--- src/rtl/loader_pkg.sv ---
// Shared sizing helpers for the pixel loader and the network it feeds.
package loader_pkg;

    function automatic int sweep_len(input int width, input int height);
        return (1 << $clog2(height)) * ((1 << (width + 1)) + 2);
    endfunction

    function automatic int bal_width(input int width, input int height);
        return $clog2(height * ((1 << width) - 1) + 1);
    endfunction

    function automatic int nwords(input int height, input int word);
        return (height + word - 1) / word;
    endfunction

    // Index width that stays legal when only one entry exists.
    function automatic int idx_width(input int n);
        return (n > 1) ? $clog2(n) : 1;
    endfunction

endpackage

--- src/rtl/pixel_loader_sweep_counter.sv ---
// Free-running sweep position counter, aligned to the network's own sweep.
module sweep_counter
    import loader_pkg::*;
#(
    parameter int SWEEP = 4112,
    localparam int CW = idx_width(SWEEP)
) (
    input  logic          clk,
    input  logic          rst,
    output logic          boundary,
    output logic [CW-1:0] scnt
);

    logic [CW-1:0] scnt_q, scnt_d;

    assign boundary = (scnt_q == CW'(SWEEP - 1));
    assign scnt     = scnt_q;

    always_comb begin
        scnt_d = boundary ? '0 : scnt_q + 1'b1;
    end

    always_ff @(posedge clk or negedge rst) begin
        if (!rst) scnt_q <= '0;
        else      scnt_q <= scnt_d;
    end

endmodule

--- src/rtl/pixel_loader.sv ---
// Double-buffered frame loader: host words fill a shadow frame that is
// swapped onto pixels at sweep boundaries; each sweep's result goes back.
module pixel_loader
    import loader_pkg::*;
#(
    parameter int WIDTH  = 8,
    parameter int HEIGHT = 7,
    parameter int WORD   = 8,
    localparam int NWORDS = nwords(HEIGHT, WORD),
    localparam int SWEEP  = sweep_len(WIDTH, HEIGHT),
    localparam int BAL_W  = bal_width(WIDTH, HEIGHT)
) (
    input  logic              clk,
    input  logic              rst,
    input  logic              in_valid,
    output logic              in_ready,
    input  logic [WORD-1:0]   in_data,
    output logic [HEIGHT-1:0] pixels,
    input  logic              neuron_in,
    input  logic [BAL_W-1:0]  balance_in,
    output logic              res_valid,
    input  logic              res_ready,
    output logic              res_neuron,
    output logic [BAL_W-1:0]  res_balance,
    output logic              overflow
);

    localparam int WIDX_W = idx_width(NWORDS);
    localparam int CW     = idx_width(SWEEP);

    logic                   boundary;
    logic [CW-1:0]          scnt;
    logic                   accept;

    logic [NWORDS*WORD-1:0] shadow_q, shadow_d;
    logic [WIDX_W-1:0]      widx_q, widx_d;
    logic                   pending_q, pending_d;
    logic                   tagged_q, tagged_d;
    logic [HEIGHT-1:0]      pixels_q, pixels_d;
    logic                   res_valid_q, res_valid_d;
    logic                   res_neuron_q, res_neuron_d;
    logic [BAL_W-1:0]       res_bal_q, res_bal_d;
    logic                   ovf_q, ovf_d;

    sweep_counter #(.SWEEP(SWEEP)) u_sweep (
        .clk      (clk),
        .rst      (rst),
        .boundary (boundary),
        .scnt     (scnt)
    );

    assign accept      = in_valid && !pending_q;
    assign in_ready    = !pending_q;
    assign pixels      = pixels_q;
    assign res_valid   = res_valid_q;
    assign res_neuron  = res_neuron_q;
    assign res_balance = res_bal_q;
    assign overflow    = ovf_q;

    always_comb begin
        shadow_d     = shadow_q;
        widx_d       = widx_q;
        pending_d    = pending_q;
        tagged_d     = tagged_q;
        pixels_d     = pixels_q;
        res_valid_d  = res_valid_q;
        res_neuron_d = res_neuron_q;
        res_bal_d    = res_bal_q;
        ovf_d        = ovf_q;

        if (accept) begin
            for (int i = 0; i < NWORDS; i++) begin
                if (widx_q == WIDX_W'(i)) shadow_d[i*WORD +: WORD] = in_data;
            end
            if (widx_q == WIDX_W'(NWORDS - 1)) begin
                widx_d    = '0;
                pending_d = 1'b1;
            end else begin
                widx_d = widx_q + 1'b1;
            end
        end

        if (res_valid_q && res_ready) res_valid_d = 1'b0;

        // A capture wins over a same-edge read; an unread result is lost.
        if (boundary && tagged_q) begin
            res_valid_d  = 1'b1;
            res_neuron_d = neuron_in;
            res_bal_d    = balance_in;
            if (res_valid_q && !res_ready) ovf_d = 1'b1;
        end

        if (boundary) begin
            if (pending_q) begin
                pixels_d  = shadow_q[HEIGHT-1:0];
                tagged_d  = 1'b1;
                pending_d = 1'b0;
            end else begin
                pixels_d = '0;
                tagged_d = 1'b0;
            end
        end
    end

    always_ff @(posedge clk or negedge rst) begin
        if (!rst) begin
            shadow_q     <= '0;
            widx_q       <= '0;
            pending_q    <= 1'b0;
            tagged_q     <= 1'b0;
            pixels_q     <= '0;
            res_valid_q  <= 1'b0;
            res_neuron_q <= 1'b0;
            res_bal_q    <= '0;
            ovf_q        <= 1'b0;
        end else begin
            shadow_q     <= shadow_d;
            widx_q       <= widx_d;
            pending_q    <= pending_d;
            tagged_q     <= tagged_d;
            pixels_q     <= pixels_d;
            res_valid_q  <= res_valid_d;
            res_neuron_q <= res_neuron_d;
            res_bal_q    <= res_bal_d;
            ovf_q        <= ovf_d;
        end
    end

endmodule

--- config.mk ---
export PLATFORM = sky130hd
export DESIGN_NAME = pixel_loader
export DESIGN_NICKNAME = d
export VERILOG_FILES = /design/src/rtl/loader_pkg.sv /design/src/rtl/pixel_loader_sweep_counter.sv /design/src/rtl/pixel_loader.sv
export SDC_FILE = /design/constraint.sdc
export NUM_CORES = 1
export LEC_CHECK = 0
export ABC_AREA = 1
export BUFFER_PORTS_ARGS = -buffer_cell sky130_fd_sc_hd__buf_2
export CAP_MARGIN = 40
export CORE_ASPECT_RATIO = 0.7
export CORE_MARGIN = 5
export CORE_UTILIZATION = 50
export DETAILED_ROUTE_END_ITERATION = 8
export PLACE_DENSITY = 0.75
export SLEW_MARGIN = 15
export SYNTH_ARGS = -nofsm -noshare
export SYNTH_HDL_FRONTEND = slang
export SYNTH_SLANG_ARGS = --single-unit
--- constraint.sdc ---
create_clock -name clk -period 2.2 [get_ports clk]
set_input_delay 0.33 -clock clk [delete_from_list [all_inputs] [get_ports clk]]
set_output_delay 0.33 -clock clk [all_outputs]
set_load 0.02 [all_outputs]
* Word level (Yosys, flattened, before mapping)
Index checks and enable logic that the tools add are counted.
** Word-level totals
- Word-level logic and storage cells :: 33
- Output and inout bits :: 22
- Register bits after elaboration :: 44
** Cells by class
- Reduce and logical (&&, ||, !) cells :: 9
- Equality and inequality tests :: 1
- Add/subtract/negate cells :: 2
- Multiplexer cells :: 10
- Bitwise operators :: 1
** Operators with widths (count)
- $add A13 B1 Y13 const B :: 1
- $eq A13 B13 Y1 const B :: 1
- $mux W13 :: 1
- $mux W1 :: 8
- $mux W7 :: 1
- $logic_and A1 B1 Y1 :: 4
- $reduce_and A2 Y1 :: 2
- $logic_not A1 Y1 :: 2
- $reduce_bool A2 Y1 :: 1
- $add A1 B1 Y1 const B :: 1
- $not A1 Y1 :: 1

* Longest topological paths before layout
Gate-level depths: netlist of run 1.
- Word-level depth :: 5
- Depth in mapped cells :: 7
- Gate-level depth less buffers :: 7

* Hierarchy
A second synthesis of run 1 with hierarchy kept.
** Second synthesis, totals
- Cells, all modules :: 217
- Area total of the unflattened synthesis :: 1891.8 µm²
** Modules (own cells, without submodules)
- pixel_loader :: seq. area each 750.7 µm², instances 1, cells each 128, area each 1177.4 µm²
- sweep_counter :: seq. area each 325.3 µm², instances 1, cells each 89, area each 714.4 µm²

* Worst setup path after synthesis of run 1
Ideal clock, no wire load.
- Path kind :: register -> register
- Start :: register u_sweep.scnt_q[0], in the netlist u_sweep.scnt[0]
- End :: register tagged_q
- Cell stages (with the launch flop) :: 8
- Path buffers :: 1
- Data arrival time :: 1.228 ns
- Required time :: 2.072 ns
- Setup slack :: 0.844 ns
- Cells stage by stage :: dfrtp_1 > ha_1 > nand3_2 > nor2_2 > nand2_2 > buf_6 > nand2_2 > o21ai_1
** On the way
- Longest elaborated chain between the ends :: 1
** Ends and longest elaborated chain
- start: declaration :: RTL line pixel_loader_sweep_counter.sv:14 : logic [CW-1:0] scnt_q, scnt_d;
- start signal: assignment :: RTL line pixel_loader_sweep_counter.sv:25 : else scnt_q <= scnt_d;
- $eq A13 B13 Y1 :: RTL line pixel_loader_sweep_counter.sv:16 : assign boundary = (scnt_q == CW'(SWEEP - 1));
- end signal: assignment :: RTL line pixel_loader.sv:120 : tagged_q <= tagged_d;
- end: declaration :: RTL line pixel_loader.sv:38 : logic tagged_q, tagged_d;
Every way passes these cells.
A chain may end at the register's enable or synchronous reset.

* Worst setup path in the final report of run 1
- Start :: register u_sweep.scnt_q[0], in the netlist u_sweep.scnt[0]
- End :: register u_sweep.scnt_q[1], in the netlist u_sweep.scnt[1]
** On the way
- Longest elaborated chain between the ends :: 2
- Elaborated cells on any way between the ends :: 3
- Classes of those cells :: add/sub: 1; eq/ne: 1; mux: 1
** Ends and longest elaborated chain
- $add A13 B1 Y13 or $eq A13 B13 Y1 (tied branches) :: RTL line pixel_loader_sweep_counter.sv:20, pixel_loader_sweep_counter.sv:16
- $mux W13 * :: RTL line pixel_loader_sweep_counter.sv:20 : scnt_d = boundary ? '0 : scnt_q + 1'b1;
- via u_sweep.scnt_d[1] :: RTL line pixel_loader_sweep_counter.sv:14
Mark *: on every way through the listed nets, which the timed path passes. The rest lies on a longest branch.

==> results.yml, run 1 <==
routing:
  post_drt_wl_per_cell_um: 12.0
  detail-route-antenna-nets: 0
  post-route-drc-count: 0
  drtIter0Drc: 56
  vias_per_cell: 4.81
  vias: 1476
  drtPass1Iterations: 4
  route.final.wire_length_um: 3680
logic_synthesis:
  synth.most_common_cell: "nand2_1"
  synth.avg_cell_area_um2: 9.28
  synthFlopType: "dfrtp_1"
  synth_sequential_area_ratio: 0.557
  netlist.top_cell.by_area: "dfrtp_1"
  async_flop_share: 1.00
  postSynthCellCount: 208
  synth_enable_flop_cells: 0
  synthDistinctLibCells: 19
  synthesis.nets: 233
  netlist.area_leader.share: 0.557
  synth.cell_area_mm2: 0.00193
  synth.top_cells.by_area: "dfrtp_1 (56%), nand2_1 (13%), nand4_1 (5.2%)"
  synth_commonest_cells: "nand2_1 (67), dfrtp_1 (43), nor2_1 (21)"
  yosys_register_bits: 43
  ys.warnings.count: 0
die:
  ioPinCount: 46
  area_inside_the_core_boundary_mm2: 0.00363
  die_height_um: 62.0
  floorplan.initialDensity: 0.532
  die_w_um: 84.3
  dieArea_mm2: 0.00522
  placementRows: 18
worst_hold_path:
  hold_path.class: "primary input to asynchronous set/reset pin"
sta:
  max_clock_freq_mhz: 639
  max-slew-margin-rel: 0.649
  timing.setup.tns_ns: 0
  final-hold-violation-count: 0
  worstMarginPinSlew_ns: 0.527
  report.final.slew_viol_count: 0
  final.hold.worst_slack_ns: 0.0970
  finalSetupViolCount: 0
  fin_worst_skew_ns: 0.00763
  finalWorstSetupSlack_ns: 0.635
  post-route-period-util: 0.711
  rsz_0062_raised_after_global_routing: "no"
  minimum_clock_period_after_layout_ns: 1.56
layout:
  post_layout_inst_area_mm2: 0.00227
  antenna_cells_inserted: 0
  layout-drive-gt1-share: 0.296
  fin_cells: 307
  nets: 281
  area_growth_syn_to_layout_pct: 17.8
  final_core_utilization: 0.627
cts:
  cts_max_level: 2
  number_of_buffers_inserted_to_repair_setup_after_cts: 0
  clock_buffer_count_from_cts: 5
  cts_hold_buffers: 0
  cts_tree: "built"
  clock_tree.buffer_depth: 2
  clock_sink_count: 43
  clkLatencyLatePin_ns: 0.29
  postCtsResizedCells: 0
  clk_transition_reported_paths_ns: 0.08
  cts-root-buf: "clkbuf_8"
power:
  switching_power_mw: 0.275
  power.clock.fraction: 0.367
  p_per_area_mw_per_mm2: 572
  p_seq_frac: 0.607
  vdd_ir_drop_max_mv: 0.402
  power_switching_share: 0.212
  power_report.internal_total_mw: 1.03
  combPwrFrac: 0.027
  fin_total_pwr_mw: 1.30
  cellLeakagePower_nw: 1.15
critical_path:
  timing.critical_path.from: "u_sweep.scnt[0]"
  critical_path.startpoint_type: "flip-flop"
  rrSetupSlack_ns: 0.64
  r2r.worst_path.cells: 6
  worstSetupPathType: "flip-flop to flip-flop"
  slowest_delay_ns: 0.38
  worst_r2r_startpoint: "u_sweep.scnt[0]"
  critical_path.max_fanout: 6
  cp_endpoint: "u_sweep.scnt[1]"
  critical_path.slowest_cell: "dfrtp_1"
  cp_data_required_time_ns: 2.37
  crit_arrival_ns: 1.74
  r2r_end: "u_sweep.scnt[1]"
  cp_cell_sequence: "ha_1, nand3_2, nor2_2, nand2_1, inv_1, nor2_1"
  critical_path.endpoint_type: "flip-flop"
placement:
  detailed_place_hpwl_um: 2680
  place_congestion: 0.789
  preCtsSetupSlack_ns: 0.643
  io_buffers: 44
  post_placement_cell_area_mm2: 0.00219
  placed_cells: 299
grt:
  globalRouteTotalUtil: 0.155
  remaining_global_route_overflow: 0
  grt_start_max_net_pins: 44
  initial_antenna_violation_count: 0
  grt_first_pass_wirelength_um: 6460
  first_global_vias: 1430
flow_run:
  drv_cap: 0
outcome:
  run_status: "completed"
-- power groups by stage --
stage                     clock network [mW]  logic (mW)  registers [mW]
after detailed placement                   0      0.0359           0.805
after floorplan                            0    0.000152           0.806
after global placement                     0      0.0362           0.805
after CTS                              0.494      0.0361           0.789
final                                  0.477      0.0347           0.790
after global routing                   0.532      0.0404           0.790
-- worst max-delay path: cells and delay by family (launching register included) --
| kind | cells | cell delay (ns) |
|---|---|---|
| DFF | 1 | 0.38 |
| and+or+nand+nor | 4 | 0.61 |
| buffers and inverters | 1 | 0.18 |
| adders and majority gates | 1 | 0.28 |
-- layout make-up --
cell class                      instances  area (um2)
Clock buffer                            6        72.6
Clock inverter                          2        12.5
Fill cell                             322        1350
Inverter                               18        67.6
Multi-Input combinational cell        141         739
Sequential cell                        43        1080
Tap cell                               50        62.6
Timing Repair Buffer                   47         243
-- how the worst min path moves through the flow --
stage / from / to / slack (ns) / cells after the start
2_1_floorplan: rst / overflow / 0.03 / 0
3_3_place_gp: rst / u_sweep.scnt[0] / 0.43 / 2
3_5_place_dp: rst / u_sweep.scnt[7] / 0.43 / 2
4_1_cts: rst / shadow_q[3] / 0.11 / 2
5_1_grt: rst / pixels[4] / 0.14 / 2
6_report: rst / shadow_q[3] / 0.1 / 2
-- placed cells by master, fill, tap and decap left out, types with 2 or more instances in the layout --
cell,netlist,routed
nor2_2,3,3
o21ai_2,7,7
clkbuf_8,0,5
nand3_1,3,3
nand3_2,2,2
dfrtp_1,43,43
buf_4,2,3
mux2_2,7,7
nand2_1,67,67
nand4_1,16,16
o21ai_0,2,2
xor2_1,7,7
nand2_2,3,3
nor2_1,21,21
inv_1,18,18
buf_2,2,44
-- sequential cells by signal, indices dropped and copies added (netlist names) --
| register | cells |
|---|---|
| overflow | 1 |
| pending_q | 1 |
| pixels | 7 |
| res_balance | 11 |
| res_neuron | 1 |
| res_valid | 1 |
| shadow_q | 7 |
| tagged_q | 1 |
| u_sweep.scnt | 13 |
-- cells by family after synthesis --
family | synth area share
xor+xnor | 0.0318
mux | 0.0408
flops | 0.557
fa+ha+maj | 0.00648
simple gates | 0.261
buf+inv | 0.0596
compound gates | 0.0434
-- routing by layer --
metal	GRT usage	wire (um)
met1	0.218	1840
met2	0.235	1510
met3	0.0527	313
met4	0.0413	19
met5	0	0
No activity file was read; power rests on OpenSTA's default activity.
==> inputs of run 2 (changes only) <==
--- a/config.mk
+++ b/config.mk
@@ -10,9 +10,9 @@
 export CAP_MARGIN = 40
 export CORE_ASPECT_RATIO = 0.7
 export CORE_MARGIN = 5
-export CORE_UTILIZATION = 50
+export CORE_UTILIZATION = 47
 export DETAILED_ROUTE_END_ITERATION = 8
-export PLACE_DENSITY = 0.75
+export PLACE_DENSITY = 0.74
 export SLEW_MARGIN = 15
 export SYNTH_ARGS = -nofsm -noshare
 export SYNTH_HDL_FRONTEND = slang
==> constraint.sdc (replaced) <==
create_clock -name clk -period 1.3 [get_ports clk]
set_input_delay 0.195 -clock clk [delete_from_list [all_inputs] [get_ports clk]]
set_output_delay 0.195 -clock clk [all_outputs]
set_load 0.02 [all_outputs]
==> run 2 against run 1 <==
Effect of this change: sequential cell count unchanged; cell area rose by 19%; worst hold slack worse by 0.0038 ns; wire length grew 23%; clock skew fell by 0.0017 ns; clock-buffer cell count unchanged; setup slack worse by 0.63 ns; combinational power rose by 99%; non-clock buffer count increased by 26; register-to-register slack lost 0.63 ns; die area grew 5.5%; maximum frequency rose by 21%.
==> results.yml, run 2 (synthesis results as in run 1) <==
sta:
  fin_worst_skew_ns: 0.00594
  max_clock_freq_mhz: 771
  finalWorstSetupSlack_ns: 0.00241
  timing.setup.tns_ns: 0
  final-hold-violation-count: 0
  minimum_clock_period_after_layout_ns: 1.30
  finalSetupViolCount: 0
  report.final.slew_viol_count: 0
  max-slew-margin-rel: 0.845
  rsz_0062_raised_after_global_routing: "yes"
  post-route-period-util: 0.998
  worstMarginPinSlew_ns: 0.232
placement:
  preCtsSetupSlack_ns: -0.100
  detailed_place_hpwl_um: 2970
  io_buffers: 44
  place_congestion: 0.808
layout:
  nets: 309
  layout_commonest_cell: "nand2_1"
  area_growth_syn_to_layout_pct: 40.6
  layout-drive-gt1-share: 0.432
  antenna_cells_inserted: 0
  register_area_mm2: 0.00108
  fillers: 307
  multiInputGateArea_um2: 885
  largest_register_ffs: 13
  final_cell_mix: "nand2_1 (57), buf_2 (44), dfrtp_1 (43)"
power:
  fin_total_pwr_mw: 2.61
  p_per_area_mw_per_mm2: 963
  vdd_ir_drop_max_mv: 0.854
  cellLeakagePower_nw: 1.35
grt:
  grt_first_pass_wirelength_um: 7220
  remaining_global_route_overflow: 0
  initial_antenna_violation_count: 0
  globalRouteTotalUtil: 0.164
  first_global_vias: 1638
  grt_start_max_net_pins: 44
critical_path:
  worst_r2r_startpoint: "u_sweep.scnt[4]"
  critical_path.startpoint_type: "flip-flop"
  crit_arrival_ns: 1.48
  critical_path.max_fanout: 7
  r2r_end: "res_balance[1]"
  worstSetupPathType: "flip-flop to flip-flop"
  rrSetupSlack_ns: 0.002
  cp_endpoint: "res_balance[1]"
  timing.critical_path.from: "u_sweep.scnt[4]"
  critical_path.endpoint_type: "flip-flop"
  cp_data_required_time_ns: 1.48
  r2r.worst_path.cells: 7
die:
  die_w_um: 86.6
  ioPinCount: 46
  floorplan.initialDensity: 0.489
  dieArea_mm2: 0.00551
  placementRows: 19
  die_height_um: 63.6
  area_inside_the_core_boundary_mm2: 0.00395
routing:
  detail-route-antenna-nets: 0
  drtIter0Drc: 111
  route.final.wire_length_um: 4520
  vias: 1678
  post-route-drc-count: 0
  vias_per_cell: 4.98
  drtPass1Iterations: 5
  post_drt_wl_per_cell_um: 13.4
cts:
  clkLatencyLatePin_ns: 0.29
  cts_tree: "built"
  cts-root-buf: "clkbuf_8"
  clock_tree.buffer_depth: 2
  cts_max_level: 2
  clock_buffer_count_from_cts: 5
  clk_transition_reported_paths_ns: 0.08
  clock_sink_count: 43
worst_hold_path:
  critical_hold_path_startpoint: "res_ready"
  hold_path.class: "primary input to flip-flop"
flow_run:
  drv_cap: 0
outcome:
  run_status: "completed"
[run 2: final cells by class]
class	count	share of cell area
repair buffers	73	0.180
inverters	18	0.0249
clock buffers	6	0.0267
clock inverters	2	0.0221
multi-input cells	143	0.326
well taps	52	0.0240
flip-flops and latches	43	0.396
[run 2: worst min-delay path by stage]
stage | end | slack [ns] | depth (start not counted)
finish | res_valid | 0.09 | 2
global route | res_valid | 0.11 | 2
CTS | res_valid | 0.09 | 2
detailed placement | u_sweep.scnt[11] | 0.19 | 2
global placement | u_sweep.scnt[11] | 0.18 | 2
floorplan | overflow | -0.10 | 0
[run 2: per-stage QoR]
step                      utilization  instance area, um2  cells  hold WS [ns]
after floorplan                     -                1950    208        -0.101
after global placement          0.596                2350    318         0.185
after detailed placement        0.596                2350    318         0.189
after CTS                       0.639                2520    328        0.0878
after global routing            0.688                2720    337         0.105
final                           0.688                2720    337        0.0932
[run 2: power by group]
group                 switching (mW)  internal, mW  total (mW)
sequential     0.0000000000000000666          1.34        1.34
clock                          0.441         0.768        1.21
combinational                 0.0375        0.0314      0.0689
[run 2: critical path: stages (launching register included)]
cell and delay, ns:
dfrtp_1 0.39, nor2_1 0.16, nand2_1 0.11, nor2_4 0.15, buf_12 0.13, nand3_4 0.12, nand2_1 0.09, nand2_1 0.05
[run 2: per-layer routing]
metal | global-route usage | routed length (um)
met3 | 0.0534 | 324
met4 | 0.0350 | 20
met5 | 0 | 0
met1 | 0.216 | 2110
met2 | 0.264 | 2070
[run 2: timing repair]
item                       CTS  global route
hold endpoints to repair    43             0
buffers inserted             1             7
cloned                       0             2
hold buffers                 1             0
resized for setup            4            28
setup endpoints to repair   24            33
pin swaps                    1            12
==> inputs of run 3 (changes only) <==
--- a/config.mk
+++ b/config.mk
@@ -16,4 +16,5 @@
 export SLEW_MARGIN = 15
 export SYNTH_ARGS = -nofsm -noshare
 export SYNTH_HDL_FRONTEND = slang
+export SYNTH_HIERARCHICAL = 1
 export SYNTH_SLANG_ARGS = --single-unit
==> run 3 against run 2 <==
Effect of this change: the flow now finishes with violations (setup timing); maximum frequency shrank 6.3%; power shrank 15%; setup slack lost 0.087 ns; global-route usage grew 0.14 points; synthesized cell count grew 4.3%; via count shrank 4.9%; largest cell class unchanged; sequential cell count is the same; critical endpoint is now res_balance[9].
==> results.yml, run 3 <==
layout:
  layout-drive-gt1-share: 0.348
  post_layout_inst_area_mm2: 0.00249
  nets: 314
  area_growth_syn_to_layout_pct: 31.6
  antenna_cells_inserted: 0
  fillers: 350
  largest_register_ffs: 13
  final_cell_mix: "nand2_1 (80), buf_2 (44), dfrtp_1 (43)"
  final_core_utilization: 0.639
  layout_commonest_cell: "nand2_1"
grt:
  initial_antenna_violation_count: 0
  remaining_global_route_overflow: 0
  first_global_vias: 1645
  grt_start_max_net_pins: 29
  globalRouteTotalUtil: 0.166
  grt_first_pass_wirelength_um: 7190
power:
  cellLeakagePower_nw: 1.37
  p_per_area_mw_per_mm2: 889
  vdd_ir_drop_max_mv: 0.769
outcome:
  run_status: "finished, violations left"
  violations: "setup timing"
logic_synthesis:
  synth.top_cells.by_area: "dfrtp_1 (57%), nand2_1 (17%), nand3_1 (5.0%)"
  synth_commonest_cells: "nand2_1 (86), dfrtp_1 (43), nand3_1 (19)"
  async_flop_share: 1.00
  yosys_register_bits: 43
  netlist.area_leader.share: 0.569
  synthDistinctLibCells: 23
  netlist.top_cell.by_area: "dfrtp_1"
  synth.most_common_cell: "nand2_1"
  synth_enable_flop_cells: 0
  synth.cell_area_mm2: 0.00189
  ys.warnings.count: 6
  synthesis.nets: 242
  synth.avg_cell_area_um2: 8.72
  synth_sequential_area_ratio: 0.569
  synthFlopType: "dfrtp_1"
  postSynthCellCount: 217
sta:
  finalSetupViolCount: 26
  worstMarginPinSlew_ns: 0.390
  report.final.slew_viol_count: 0
  max-slew-margin-rel: 0.740
  finalWorstSetupSlack_ns: -0.0846
  post-route-period-util: 1.07
  minimum_clock_period_after_layout_ns: 1.38
  max_clock_freq_mhz: 722
  timing.setup.tns_ns: -1.48
  rsz_0062_raised_after_global_routing: "yes"
  final-hold-violation-count: 0
  fin_worst_skew_ns: 0.00387
critical_path:
  worstSetupPathType: "flip-flop to flip-flop"
  critical_path.startpoint_type: "flip-flop"
  rrSetupSlack_ns: -0.08
  slowest_delay_ns: 0.36
  r2r.worst_path.cells: 9
  critical_path.endpoint_type: "flip-flop"
  critical_path.slowest_cell: "dfrtp_1"
  r2r_end: "res_balance[9]"
  worst_r2r_startpoint: "u_sweep/scnt[0]"
  cp_cell_sequence: "ha_2, nand2_2, nor2_4, nand2_2, nor2_4, nand2_4, inv_8, nand2_1, nand2_1"
  crit_arrival_ns: 1.62
  cp_data_required_time_ns: 1.53
  critical_path.max_fanout: 8
placement:
  preCtsSetupSlack_ns: -0.162
  place_congestion: 0.811
  io_buffers: 44
  detailed_place_hpwl_um: 2930
  post_placement_cell_area_mm2: 0.00229
routing:
  drtPass1Iterations: 4
  post-route-drc-count: 0
  post_drt_wl_per_cell_um: 12.0
  detail-route-antenna-nets: 0
  route.final.wire_length_um: 4110
  drtIter0Drc: 54
  vias: 1596
  vias_per_cell: 4.67
worst_hold_path:
  hold_path.class: "primary input to flip-flop"
  hold_depth: 3
  min_to: "res_balance[0]"
  critical_hold_path_startpoint: "balance_in[0]"
cts:
  cts_max_level: 2
  cts-root-buf: "clkbuf_8"
  clock_buffer_count_from_cts: 5
  clock_tree.buffer_depth: 2
  clk_transition_reported_paths_ns: 0.08
  clock_sink_count: 43
  cts_tree: "built"
  clkLatencyLatePin_ns: 0.29
die:
  die_w_um: 85.8
  placementRows: 19
  ioPinCount: 46
  floorplan.initialDensity: 0.485
  area_inside_the_core_boundary_mm2: 0.00390
  dieArea_mm2: 0.00541
  die_height_um: 63.1
flow_run:
  drv_cap: 0
## run 3: stage by stage
stage               std cells  total power, mW  hold WS [ns]
finish                    342             2.21        0.0945
CTS                       341             2.25        0.0885
global placement          326             1.43         0.136
detailed placement        326             1.43         0.142
floorplan                 217             1.37        -0.101
global route              342             2.33        0.0809
## run 3: cells by family after synthesis
group,Yosys count,share of synthesized area
simple gates,135,0.312
flops,43,0.569
buf+inv,26,0.0675
compound gates,6,0.0172
xor+xnor,6,0.0278
fa+ha+maj,1,0.00661
## run 3: repair_timing
action | 4_1_cts | 5_1_grt
gates cloned | 3 | 0
setup endpoints to repair | 27 | 31
pin swaps | 18 | 4
gates resized for setup | 7 | 12
endpoints found under the hold margin | 15 | 0
hold buffers | 1 | 0
setup buffers | 3 | 1
## run 3: layout make-up
cell class | instances | area, um2 | area share
Timing Repair inverter | 2 | 13.8 | 0.00553
Timing Repair Buffer | 68 | 419 | 0.168
Multi-Input combinational cell | 149 | 741 | 0.297
Sequential cell | 43 | 1080 | 0.432
Clock buffer | 6 | 72.6 | 0.0291
Clock inverter | 2 | 12.5 | 0.00503
Inverter | 20 | 90.1 | 0.0362
Tap cell | 52 | 65.1 | 0.0261
## run 3: where the power goes
| group | leakage [nW] | internal [mW] | total [mW] | switching, mW |
|---|---|---|---|---|
| Combinational | 0.814 | 0.0311 | 0.0710 | 0.0399 |
| Sequential | 0.513 | 1.34 | 1.34 | 0.0000000000000000545 |
| Clock | 0.0412 | 0.375 | 0.806 | 0.431 |
## run 3: how the worst max path moves through the flow
stage,startpoint,to,slack (ns),depth (start not counted)
floorplan,u_sweep/scnt[1],res_balance[10],-0.22,10
global placement,u_sweep/scnt[5],res_balance[6],-0.12,7
detailed placement,u_sweep/scnt[9],res_neuron,-0.16,8
CTS,u_sweep/scnt[0],res_balance[2],-0.13,9
global route,u_sweep/scnt[0],res_balance[6],-0.20,9
finish,u_sweep/scnt[0],res_balance[9],-0.08,9
## run 3: worst max-delay path: cells and delay by family, from the launching register on
family / cells / cell delay (ns)
fa+ha+maj: 1 / 0.19
buf+inv: 1 / 0.12
flops: 1 / 0.36
simple gates: 7 / 0.68
## run 3: routing by layer
metal / vias to the layer above / part of all wire / GRT usage
met5: - / 0 / 0
met2: 38 / 0.46 / 0.259
li1: 812 / - / -
met4: 0 / 0.0071 / 0.0415
met3: 4 / 0.059 / 0.0495
met1: 742 / 0.47 / 0.226
